### config.mk
export PLATFORM = sky130hd
export DESIGN_NAME = cnt_readout_ctrl_flat
export DESIGN_NICKNAME = d
export VERILOG_FILES = /design/src/rtl/cnt_pkg.sv /design/src/rtl/cnt_readout_ctrl_if.sv /design/src/rtl/cnt_spi_tx.sv /design/src/rtl/cnt_readout_ctrl.sv /design/src/flat_wrapper.sv
export SDC_FILE = /design/constraint.sdc
export NUM_CORES = 1
export LEC_CHECK = 0
export BUFFER_PORTS_ARGS = -buffer_cell sky130_fd_sc_hd__buf_2
export CORE_ASPECT_RATIO = 0.6
export CORE_MARGIN = 4
export CORE_UTILIZATION = 40
export CTS_BUF_LIST = sky130_fd_sc_hd__clkbuf_16
export DETAILED_ROUTE_END_ITERATION = 12
export PLACE_DENSITY = 0.55
export REMOVE_ABC_BUFFERS = 1
export SLEW_MARGIN = 20
export SYNTH_ARGS = -nofsm -noshare
export SYNTH_HDL_FRONTEND = slang
export SYNTH_HIERARCHICAL = 1
export SYNTH_SLANG_ARGS = --single-unit
### constraint.sdc
create_clock -name refClock -period 4.56 [get_ports refClock]
set_clock_uncertainty 0.15 [all_clocks]
set_input_delay 0.228 -clock refClock [delete_from_list [all_inputs] [get_ports refClock]]
set_output_delay 0.228 -clock refClock [all_outputs]
set_load 0.005 [all_outputs]
### src/rtl/cnt_pkg.sv
// cnt_pkg: shared constants, FSM state type and CRC helper for the counter readout path.
// Optional CRC trailer enabled by defining CNT_READOUT_CRC_EN.
package cnt_pkg;
  localparam int CNT_W = 32;
  localparam logic [7:0] CRC8_POLY = 8'h07;
`ifdef CNT_READOUT_CRC_EN
  localparam int FRAME_W = CNT_W + 8;
  function automatic logic [7:0] crc8(input logic [CNT_W-1:0] d);
    logic [7:0] c;
    c = '0;
    for (int i = CNT_W - 1; i >= 0; i--) c = {c[6:0], 1'b0} ^ ((c[7] ^ d[i]) ? CRC8_POLY : 8'h00);
    return c;
  endfunction
`else
  localparam int FRAME_W = CNT_W;
`endif
  localparam int BIT_CNT_W = $clog2(FRAME_W + 1);
  typedef enum logic [2:0] {IDLE, STROBE, SETTLE, LOAD, GATE} stateT;
endpackage

### src/rtl/cnt_readout_ctrl_if.sv
// cnt_readout_ctrl_if: host SPI link between the MCU (master) and the readout controller (slave).
interface cnt_readout_ctrl_if;
  logic spiSck;
  logic spiCsN;
  logic spiMiso;
  modport master(output spiSck, spiCsN, input spiMiso);
  modport slave(input spiSck, spiCsN, output spiMiso);
endinterface

### src/rtl/cnt_spi_tx.sv
// cnt_spi_tx: SPI-slave mode-0 transmitter; synchronises the host pins and shifts a frame out MSB first.
module cnt_spi_tx
  import cnt_pkg::*;
(
  input  logic               refClock,
  input  logic               rstCounter,
  input  logic [FRAME_W-1:0] frameWord,
  cnt_readout_ctrl_if.slave  spi,
  output logic               csFall
);
  localparam logic [BIT_CNT_W-1:0] FRAME_LEN = BIT_CNT_W'(FRAME_W);
  logic [1:0] sckSync, csSync;
  logic sckPrev, csPrev, sckRise, sckFall;
  logic [FRAME_W-1:0] shiftReg;
  logic [BIT_CNT_W-1:0] bitCnt;
  assign csFall = csPrev & ~csSync[1];
  assign sckRise = ~sckPrev & sckSync[1] & ~csSync[1];
  assign sckFall = sckPrev & ~sckSync[1] & ~csSync[1];
  // shiftReg holds the bits still to come; spiMiso carries the current one
  always_ff @(posedge refClock or posedge rstCounter)
    if (rstCounter) begin
      sckSync <= '0;
      csSync <= '1;
      sckPrev <= 1'b0;
      csPrev <= 1'b1;
      shiftReg <= '0;
      bitCnt <= '0;
      spi.spiMiso <= 1'b0;
    end else begin
      sckSync <= {sckSync[0], spi.spiSck};
      csSync <= {csSync[0], spi.spiCsN};
      sckPrev <= sckSync[1];
      csPrev <= csSync[1];
      if (csFall) begin
        shiftReg <= frameWord << 1;
        bitCnt <= '0;
        spi.spiMiso <= frameWord[FRAME_W-1];
      end else if (csSync[1]) begin
        spi.spiMiso <= 1'b0;
      end else begin
        if (sckRise && bitCnt != FRAME_LEN) bitCnt <= bitCnt + 1'b1;
        if (sckFall) begin
          shiftReg <= shiftReg << 1;
          spi.spiMiso <= (bitCnt < FRAME_LEN) ? shiftReg[FRAME_W-1] : 1'b0;
        end
      end
    end
endmodule

### src/rtl/cnt_readout_ctrl.sv
// cnt_readout_ctrl: periodic latch strobe, settle-delayed capture and SPI readout of the pixel counter.
// Defining CNT_READOUT_CRC_EN appends a CRC-8 byte to every frame.
module cnt_readout_ctrl
  import cnt_pkg::*;
#(
  parameter int GATE_CYCLES   = 1000000,
  parameter int STROBE_HIGH   = 4,
  parameter int SETTLE_CYCLES = 6
) (
  input  logic             refClock,
  input  logic             rstCounter,
  input  logic             enReadout,
  input  logic [CNT_W-1:0] cntOutValue,
  output logic             readDataClock,
  cnt_readout_ctrl_if.slave spi,
  output logic             dataReady,
  output logic             overrun
);
  localparam int TW = $clog2(GATE_CYCLES + 1);
  localparam int PW = $clog2(STROBE_HIGH + SETTLE_CYCLES + 1);
  localparam logic [TW-1:0] GATE_LOAD = TW'(GATE_CYCLES - 1);
  localparam logic [PW-1:0] STROBE_LAST = PW'(STROBE_HIGH - 1);
  localparam logic [PW-1:0] LOAD_AT = PW'(SETTLE_CYCLES - 2);
  stateT state, nextState;
  logic [TW-1:0] gateTimer;
  logic [PW-1:0] phase;
  logic [CNT_W-1:0] hold;
  logic [FRAME_W-1:0] frameWord;
  logic csFall, strobeStart, isLoad;
  always_comb begin
    nextState = state;
    case (state)
      IDLE:    nextState = enReadout ? STROBE : IDLE;
      STROBE:  nextState = (phase >= STROBE_LAST) ? SETTLE : STROBE;
      SETTLE:  nextState = (phase >= LOAD_AT) ? LOAD : SETTLE;
      LOAD:    nextState = GATE;
      GATE:    nextState = (gateTimer == '0) ? (enReadout ? STROBE : IDLE) : GATE;
      default: nextState = IDLE;
    endcase
    strobeStart = (nextState == STROBE) && (state != STROBE);
    isLoad = state == LOAD;
  end
  // strobe and gate timer are both keyed to the registered strobe rise, so the period is exact
  always_ff @(posedge refClock or posedge rstCounter)
    if (rstCounter) begin
      state <= IDLE;
      readDataClock <= 1'b0;
      gateTimer <= '0;
      phase <= '0;
      hold <= '0;
      dataReady <= 1'b0;
      overrun <= 1'b0;
    end else begin
      state <= nextState;
      readDataClock <= nextState == STROBE;
      gateTimer <= strobeStart ? GATE_LOAD : (gateTimer != '0) ? gateTimer - 1'b1 : gateTimer;
      phase <= strobeStart ? '0 : (state == STROBE || state == SETTLE) ? phase + 1'b1 : phase;
      if (isLoad) hold <= cntOutValue;
      dataReady <= isLoad | (dataReady & ~csFall);
      overrun <= ~csFall & (overrun | (isLoad & dataReady));
    end
`ifdef CNT_READOUT_CRC_EN
  logic [7:0] crcReg;
  always_ff @(posedge refClock or posedge rstCounter)
    if (rstCounter) crcReg <= '0;
    else if (isLoad) crcReg <= crc8(cntOutValue);
  assign frameWord = {hold, crcReg};
`else
  assign frameWord = hold;
`endif
  cnt_spi_tx spiTx (
    .refClock(refClock),
    .rstCounter(rstCounter),
    .frameWord(frameWord),
    .spi(spi),
    .csFall(csFall)
  );
endmodule

### src/flat_wrapper.sv
// flat-port wrapper written by rule: the top's interface ports become plain ports
module cnt_readout_ctrl_flat import cnt_pkg::*;
#(
  parameter int GATE_CYCLES   = 1000000,
  parameter int STROBE_HIGH   = 4,
  parameter int SETTLE_CYCLES = 6
)
  (refClock, rstCounter, enReadout, cntOutValue, readDataClock, dataReady, overrun, spi_spiSck, spi_spiCsN, spi_spiMiso);
  cnt_readout_ctrl_if spi_i ();
  input  logic refClock;
  input  logic rstCounter;
  input  logic enReadout;
  input  logic [CNT_W-1:0] cntOutValue;
  output logic readDataClock;
  output logic dataReady;
  output logic overrun;
  input wire logic [$bits(spi_i.spiSck)-1:0] spi_spiSck;
  input wire logic [$bits(spi_i.spiCsN)-1:0] spi_spiCsN;
  output wire logic [$bits(spi_i.spiMiso)-1:0] spi_spiMiso;
  assign spi_i.spiSck = spi_spiSck;
  assign spi_i.spiCsN = spi_spiCsN;
  assign spi_spiMiso = spi_i.spiMiso;
  cnt_readout_ctrl #(.GATE_CYCLES(GATE_CYCLES), .STROBE_HIGH(STROBE_HIGH), .SETTLE_CYCLES(SETTLE_CYCLES)) u_core (.refClock(refClock), .rstCounter(rstCounter), .enReadout(enReadout), .cntOutValue(cntOutValue), .readDataClock(readDataClock), .spi(spi_i), .dataReady(dataReady), .overrun(overrun));
endmodule
-- Word-level counts from Yosys, hierarchy flattened
Index checks and enable logic that the tools add are counted.
Widths: inputs -> output; s select.
- word-level logic and storage cells: 74
- bits of input ports: 37
- output and inout bits: 4
- bits in registers: 107
- equality and inequality tests: 8
- bitwise logic cells: 14
- muxes and demuxes: 19
- reduce and logical (&&, ||, !) cells: 13
- magnitude comparators: 3
- add/sub/neg operators: 3
- operator list (operator ; number):
    $mux 32 ; 3
    $mux 20 ; 2
    $logic_not 20->1 ; 1
    $reduce_bool 20->1 ; 1
    $sub 20x1->20 const B ; 1
    $mux 6 ; 3
    $pmux 3 s5 ; 1
    $and 1x1->1 ; 8
    $mux 4 ; 2
    $reduce_bool 2->1 ; 4
    $add 6x1->6 const B ; 1
    $eq 3x1->1 const B ; 2
    $eq 3x2->1 const B ; 2
    $lt 6x6->1 const B ; 1
    $mux 1 ; 6
    $ne 6x6->1 const B ; 1
    $add 4x1->4 const B ; 1
    $ge 4x2->1 const B ; 1
    $ge 4x3->1 const B ; 1
    $not 1->1 ; 4
    $reduce_and 2->1 ; 2
    $eq 3x3->1 const B ; 1
    $logic_not 3->1 ; 1
    $mux 3 ; 1
    7 further kinds ; 9

-- Logic depth before layout (Yosys ltp)
- word-level depth: 7
- gate-level depth with buffers: 9

-- Cells and area by module
Netlist, hierarchy kept.
- modules (own cells, without submodules) (module ; area an instance (sq um) ; instances ; cells an instance):
    cnt_readout_ctrl ; 2797.7 ; 1 ; 297
    cnt_spi_tx ; 2070.7 ; 1 ; 153

-- Worst setup path after synthesis
Ideal clock, no wire load.
- path kind: reg-to-reg
- start point: reg u_core.gateTimer[11]
- end point: reg u_core.gateTimer[11]
- path slack: 2.133 ns
- data required time: 4.291 ns
- arrival: 2.158 ns
- cell stages (with the launch flop): 9
- buffers on the path: 3
- cell sequence: dfrtp_1 -> or4_4 -> or3_1 -> buf_6 -> or2_1 -> buf_6 -> a21oi_4 -> buf_6 -> nor2_1
- word-level cells in the longest chain between the ends: 6
- elaborated cells on any way between the ends: 10
- those cells by class: add/sub (1); eq/ne (1); mux (4); reduce/logical (4)
- RTL lines (what ; RTL line ; source):
    start: declaration ; cnt_readout_ctrl.sv:25 ; logic [TW-1:0] gateTimer;
    start signal: assignment ; cnt_readout_ctrl.sv:56 ; gateTimer <= strobeStart ? GATE_LOAD : (gateTimer != '0) ? gateTimer - 1'b1 : gateTimer;
    branches (longest 6 deep; another with $sub 20x1->20) ; -- ;
Parallel ways; which one is timed is not known. The select of a mux whose other input is x is not followed.
A chain may end at the register's enable or synchronous reset.

-- Final worst setup path
- start point: reg u_core.gateTimer[11]
- end point: reg u_core.gateTimer[5]
- word-level cells in the longest chain between the ends: 6
- elaborated cells on any way between the ends: 8
- those cells by class: eq/ne (1); mux (3); reduce/logical (4)
- RTL lines (what ; RTL line ; source):
    $logic_not 20->1 ; cnt_readout_ctrl.sv:37 ; GATE: nextState = (gateTimer == '0) ? (enReadout ? STROBE : IDLE) : GATE;
    $mux 3 ; cnt_readout_ctrl.sv:37 ;
    $pmux 3 s5 ; cnt_readout_ctrl.sv:32 ; case (state)
    $eq 3x1->1 ; cnt_readout_ctrl.sv:40 ; strobeStart = (nextState == STROBE) && (state != STROBE);
    $logic_and 1x1->1 ; cnt_readout_ctrl.sv:40 ;
    $mux 20 or $reduce_bool 2->1 (tied branches) ; -- ;
Several ways; a longest one is shown, not always the timed one.

==> flow_summary.rst <==
.. list-table::
   :header-rows: 1

   * - Metric
     - Value
   * - Run status
     - finished clean
   * - Met1 layer wirelength in the final routing
     - 5.15 mm
   * - Hold Crit Endpoint
     - u_core/state[0]$_DFF_PP0_
   * - Endpoints failing hold
     - 0
   * - Aggregate negative setup slack
     - 0 ns
   * - Layout cell share with drive strength beyond 1
     - 20.5%
   * - Max-slew violation total from the final report
     - 0
   * - Critical path type
     - register to register
   * - CP Cell Sequence
     - or4_4 -> or3_1 -> or2_1 -> a21o_1 -> o211ai_2
   * - Layout overhead on the synthesized area
     - 20.0%
   * - Count of different cell masters after synthesis
     - 52
   * - Maximum number of pins on one net before global-route repair
     - between 60 and 70
   * - Achievable Freq
     - between 300 and 400 MHz
   * - Final cycle utilization of the critical path
     - 58.1%
   * - Hold_sp
     - enReadout
   * - Leakage power figure
     - 2.62 nW
   * - Post-synth EDFFs
     - 0
   * - FF/Latch Area
     - between 2000 and 3000 sq um
   * - Kind of end point of the critical path
     - register
   * - Count of synthesis-stage warnings from yosys
     - 6
   * - Switching Share
     - 30.6%
   * - Vias per cell
     - about 4.8
   * - Width of the die
     - about 150 um
   * - Number of clock sinks
     - around 110
   * - Worst-case hold slack
     - approximately 0.15 ns
   * - Met3 WL
     - roughly 370 um
   * - Category of the worst setup path launch point
     - register
   * - Count of vias placed by the detailed router
     - roughly 3300
   * - Area of the multi-input gates
     - about 2100 sq um
   * - Share of the synthesized area in the top cell type
     - around 53%
   * - Post-synthesis instance area
     - about 5000 sq um
   * - Flip-flop and latch count after synthesis
     - approximately 110
   * - Power per Cell Area
     - 520 nW/um^2
   * - CTS Buf Count
     - 9
   * - Critical register-to-register path endpoint
     - u_core/gateTimer[5]$_DFFE_PP0P_
   * - Total die area
     - about 14000 sq um
   * - Insertion delay of the later-clocked pin in the worst-skew pair
     - around 0.34 ns
   * - Count of buffers inserted at the top-level ports
     - 40
   * - Maximum level of the CTS H-tree
     - 3
   * - Transition time of the tightest slew-check pin
     - roughly 1.0 ns
   * - Number of hold-repair buffers added at the cts stage
     - 35
   * - Initial antenna violation count
     - 0
   * - Post-CTS setup buffer count
     - 0
   * - Worst hold path depth
     - 3
   * - Number of instances in the synthesized netlist
     - 450
   * - DRC viols
     - 0
   * - Vias in the first global route
     - around 3300
   * - Portion of the post-synthesis area used by sequential elements
     - between 50% and 60%
   * - CTS root buffer
     - sky130_fd_sc_hd__clkbuf_16
   * - R2R cell count
     - 5
   * - Total track usage
     - 14.8%
   * - Synth Flop Type
     - sky130_fd_sc_hd__dfrtp_1
   * - Die span in y
     - 93.5 um
   * - Combinational cell fraction of total power
     - between 20% and 30%
   * - Leftover overflow at the end of global routing
     - 0
   * - Highest metal used
     - met4
   * - Top cells by area in the synthesized netlist
     - sky130_fd_sc_hd__dfrtp_1, sky130_fd_sc_hd__nand2_1, sky130_fd_sc_hd__mux2_1
   * - Buffers from clock root to sink, at most
     - 2
   * - DRT Wirelength
     - 9.75 mm
   * - RePlAce Congestion
     - slightly above 0.8
   * - Critical path buffer and inverter count
     - 0
   * - Net switching power
     - approximately 930 uW
   * - Top-Level Pins
     - 41
   * - Row cnt
     - 30
   * - R2r startpoint
     - u_core/gateTimer[11]$_DFFE_PP0P_
   * - Sum of internal, switching and leakage power
     - 3.04 mW
   * - Cell Int Power
     - 2.11 mW
   * - CP arrival
     - roughly 2.8 ns
   * - Worst supply voltage drop on vdd
     - approximately 0.19 mV
   * - Placeable core region
     - 11600 sq um
   * - Post-synth ARST share
     - 100%
   * - Setup-failing EPs final
     - 0
   * - Detailed placement HPWL
     - between 6 and 7 mm
   * - Count of routing violations after the opening detailed-route iteration
     - roughly 130
   * - Min Clock Period, post-route
     - between 2 and 3 ns
   * - Number of search-and-repair iterations in the first detailed-routing pass
     - 5
   * - Starting density of the core
     - 42.0%
   * - Number of nets in the final layout
     - ~560
   * - DR WL met2
     - just over 4 mm
   * - Layout filler cell count
     - around 1100
   * - Share of total power in sequential cells
     - about 49%
   * - DRT antenna net count
     - 0
   * - Slew Limit Headroom
     - 30.2%
   * - Clock tree from TritonCTS
     - built
   * - Clock power frac
     - between 20% and 30%
   * - Antenna cell count
     - 0
   * - Top cell type by total area after synthesis
     - sky130_fd_sc_hd__dfrtp_1
   * - Slowest cell delay on critical path
     - roughly 0.58 ns
   * - Post-synthesis average cell area
     - between 10 and 15 sq um
   * - Worst min-delay path class
     - input port to register
   * - Setup slack, reg-to-reg
     - 1.91 ns
   * - Setup repair after global routing missed its margin
     - false
   * - Worst path required time
     - between 4 and 5 ns
   * - Clock transition at the registers of the reported paths
     - roughly 0.07 ns
   * - Largest delay share family, worst path
     - simple AND/OR/NAND/NOR gates
   * - Final routed wire length divided by cell count
     - between 10 and 15 um
   * - # resized after CTS
     - 0
   * - Global-route wire length before repair
     - between 15 and 20 mm
   * - Max-Cap Viols
     - 0
   * - Cell at the slowest stage of the critical path
     - sky130_fd_sc_hd__or4_4
   * - Largest fanout on the critical path
     - 11
[state kept, by name (all words and copies together), names as in the netlist, 2 cells and up]
name                   flops
u_core/spiTx/csSync        2
u_core/gateTimer          20
u_core/spiTx/sckSync       2
u_core/spiTx/bitCnt        6
u_core/state               3
u_core/frameWord          32
u_core/spiTx/shiftReg     31
u_core/phase               4
[routing by layer]
metal	global-route usage, %	vias up
met5	0	-
met4	3.88	0
met3	3.54	8
met2	21.9	51
met1	21.7	1565
li1	-	1668
[kinds of logic (layout without fill, tap and decap cells)]
| family | Yosys count | in the layout | synth area share (%) |
|---|---|---|---|
| compound gates | 40 | 40 | 5.81 |
| xor+xnor | 14 | 14 | 2.52 |
| fa+ha+maj | 5 | 5 | 1.29 |
| buf+inv | 29 | 105 | 3.01 |
| flops | 106 | 106 | 54.6 |
| mux | 63 | 63 | 14.5 |
| simple gates | 193 | 193 | 18.3 |
[Yosys cell counts, types with 2 or more instances]
cell                       instances
sky130_fd_sc_hd__and3_1            2
sky130_fd_sc_hd__ha_1              5
sky130_fd_sc_hd__nand4_1           3
sky130_fd_sc_hd__inv_2             2
sky130_fd_sc_hd__xor2_1            6
sky130_fd_sc_hd__or3_1             7
sky130_fd_sc_hd__nand3_1           5
sky130_fd_sc_hd__dfstp_2           3
sky130_fd_sc_hd__nor2b_1           2
sky130_fd_sc_hd__a211oi_1          2
sky130_fd_sc_hd__xnor2_1           8
sky130_fd_sc_hd__a21oi_1          10
sky130_fd_sc_hd__o211ai_2          3
sky130_fd_sc_hd__mux2_2           30
sky130_fd_sc_hd__clkbuf_1          7
sky130_fd_sc_hd__inv_1            10
sky130_fd_sc_hd__nor4b_1           2
sky130_fd_sc_hd__o21ai_0           9
sky130_fd_sc_hd__mux2i_1           3
sky130_fd_sc_hd__or4_2             2
sky130_fd_sc_hd__o31ai_1           5
sky130_fd_sc_hd__dfrtp_1         103
sky130_fd_sc_hd__nor2_1           21
sky130_fd_sc_hd__nor3b_1           3
sky130_fd_sc_hd__buf_2             6
sky130_fd_sc_hd__nand3_2           2
sky130_fd_sc_hd__nand2_1         114
sky130_fd_sc_hd__and2_1            4
sky130_fd_sc_hd__o211ai_1          2
sky130_fd_sc_hd__mux2_1           30
sky130_fd_sc_hd__nor3_1            9
sky130_fd_sc_hd__nor4_1            2
sky130_fd_sc_hd__or4_1             2
sky130_fd_sc_hd__buf_6             4
sky130_fd_sc_hd__nand2b_1          5
[stage by stage]
stage | std cells | setup WS (ns) | utilization (%) | cell area, sq um
6_report | 686 | 1.91 | 50.4 | 5840
3_3_place_gp | 635 | 1.97 | 44.8 | 5200
4_1_cts | 686 | 1.89 | 50.4 | 5840
3_5_place_dp | 635 | 1.91 | 44.8 | 5200
2_1_floorplan | 433 | 1.77 | - | 4770
5_1_grt | 686 | 1.71 | 50.4 | 5840
[worst max-delay path by stage]
stage / cells after the start / endpoint / start
after floorplan: 3 / u_core/spiTx/shiftReg[10]$_DFFE_PP0P_ / u_core/spiTx/csPrev$_DFF_PP1_
after global placement: 5 / u_core/gateTimer[1]$_DFFE_PP0P_ / u_core/gateTimer[11]$_DFFE_PP0P_
after detailed placement: 5 / u_core/gateTimer[6]$_DFFE_PP0P_ / u_core/gateTimer[11]$_DFFE_PP0P_
after CTS: 5 / u_core/gateTimer[5]$_DFFE_PP0P_ / u_core/gateTimer[11]$_DFFE_PP0P_
after global routing: 5 / u_core/gateTimer[13]$_DFFE_PP0P_ / u_core/gateTimer[11]$_DFFE_PP0P_
final: 5 / u_core/gateTimer[5]$_DFFE_PP0P_ / u_core/gateTimer[11]$_DFFE_PP0P_
[worst register-to-register path: stages (launching register included)]
cell,delay [ns]
sky130_fd_sc_hd__dfrtp_1,0.42
sky130_fd_sc_hd__or4_4,0.58
sky130_fd_sc_hd__or3_1,0.51
sky130_fd_sc_hd__or2_1,0.38
sky130_fd_sc_hd__a21o_1,0.39
sky130_fd_sc_hd__o211ai_2,0.14
[area by class of cell]
class                   instances  share of cell area, %
flip-flops and latches        106                   45.5
multi-input cells             315                   35.6
repair buffers                 77                   9.68
clock buffers                   9                   3.85
well taps                     160                   3.43
clock inverters                 7                   1.18
inverters                      12                  0.771
[cells in the final DEF, fill, tap and decap left out, types with 4 or more instances in the layout]
cell type | synthesis | final
sky130_fd_sc_hd__inv_2 | 2 | 4
sky130_fd_sc_hd__xor2_1 | 6 | 6
sky130_fd_sc_hd__nand2_1 | 114 | 114
sky130_fd_sc_hd__o21ai_0 | 9 | 9
sky130_fd_sc_hd__nor2_1 | 21 | 21
sky130_fd_sc_hd__ha_1 | 5 | 5
sky130_fd_sc_hd__dfrtp_1 | 103 | 103
sky130_fd_sc_hd__inv_1 | 10 | 8
sky130_fd_sc_hd__clkbuf_16 | 0 | 9
sky130_fd_sc_hd__mux2_2 | 30 | 30
sky130_fd_sc_hd__xnor2_1 | 8 | 8
sky130_fd_sc_hd__buf_2 | 6 | 40
sky130_fd_sc_hd__dlygate4sd3_1 | 0 | 35
sky130_fd_sc_hd__nand2b_1 | 5 | 5
sky130_fd_sc_hd__o31ai_1 | 5 | 5
sky130_fd_sc_hd__nor3_1 | 9 | 9
sky130_fd_sc_hd__or3_1 | 7 | 7
sky130_fd_sc_hd__nand3_1 | 5 | 4
sky130_fd_sc_hd__a21oi_1 | 10 | 9
sky130_fd_sc_hd__mux2_1 | 30 | 30
sky130_fd_sc_hd__and2_1 | 4 | 4
[power by group through the flow]
stage	clock network [mW]	registers, mW	logic (mW)
finish	0.763	1.48	0.798
global route	0.829	1.53	0.922
CTS	0.794	1.48	0.814
detailed placement	0	1.49	0.791
global placement	0	1.48	0.761
floorplan	0	1.43	0.619
Note: power is estimated with default switching activity, not from simulation.
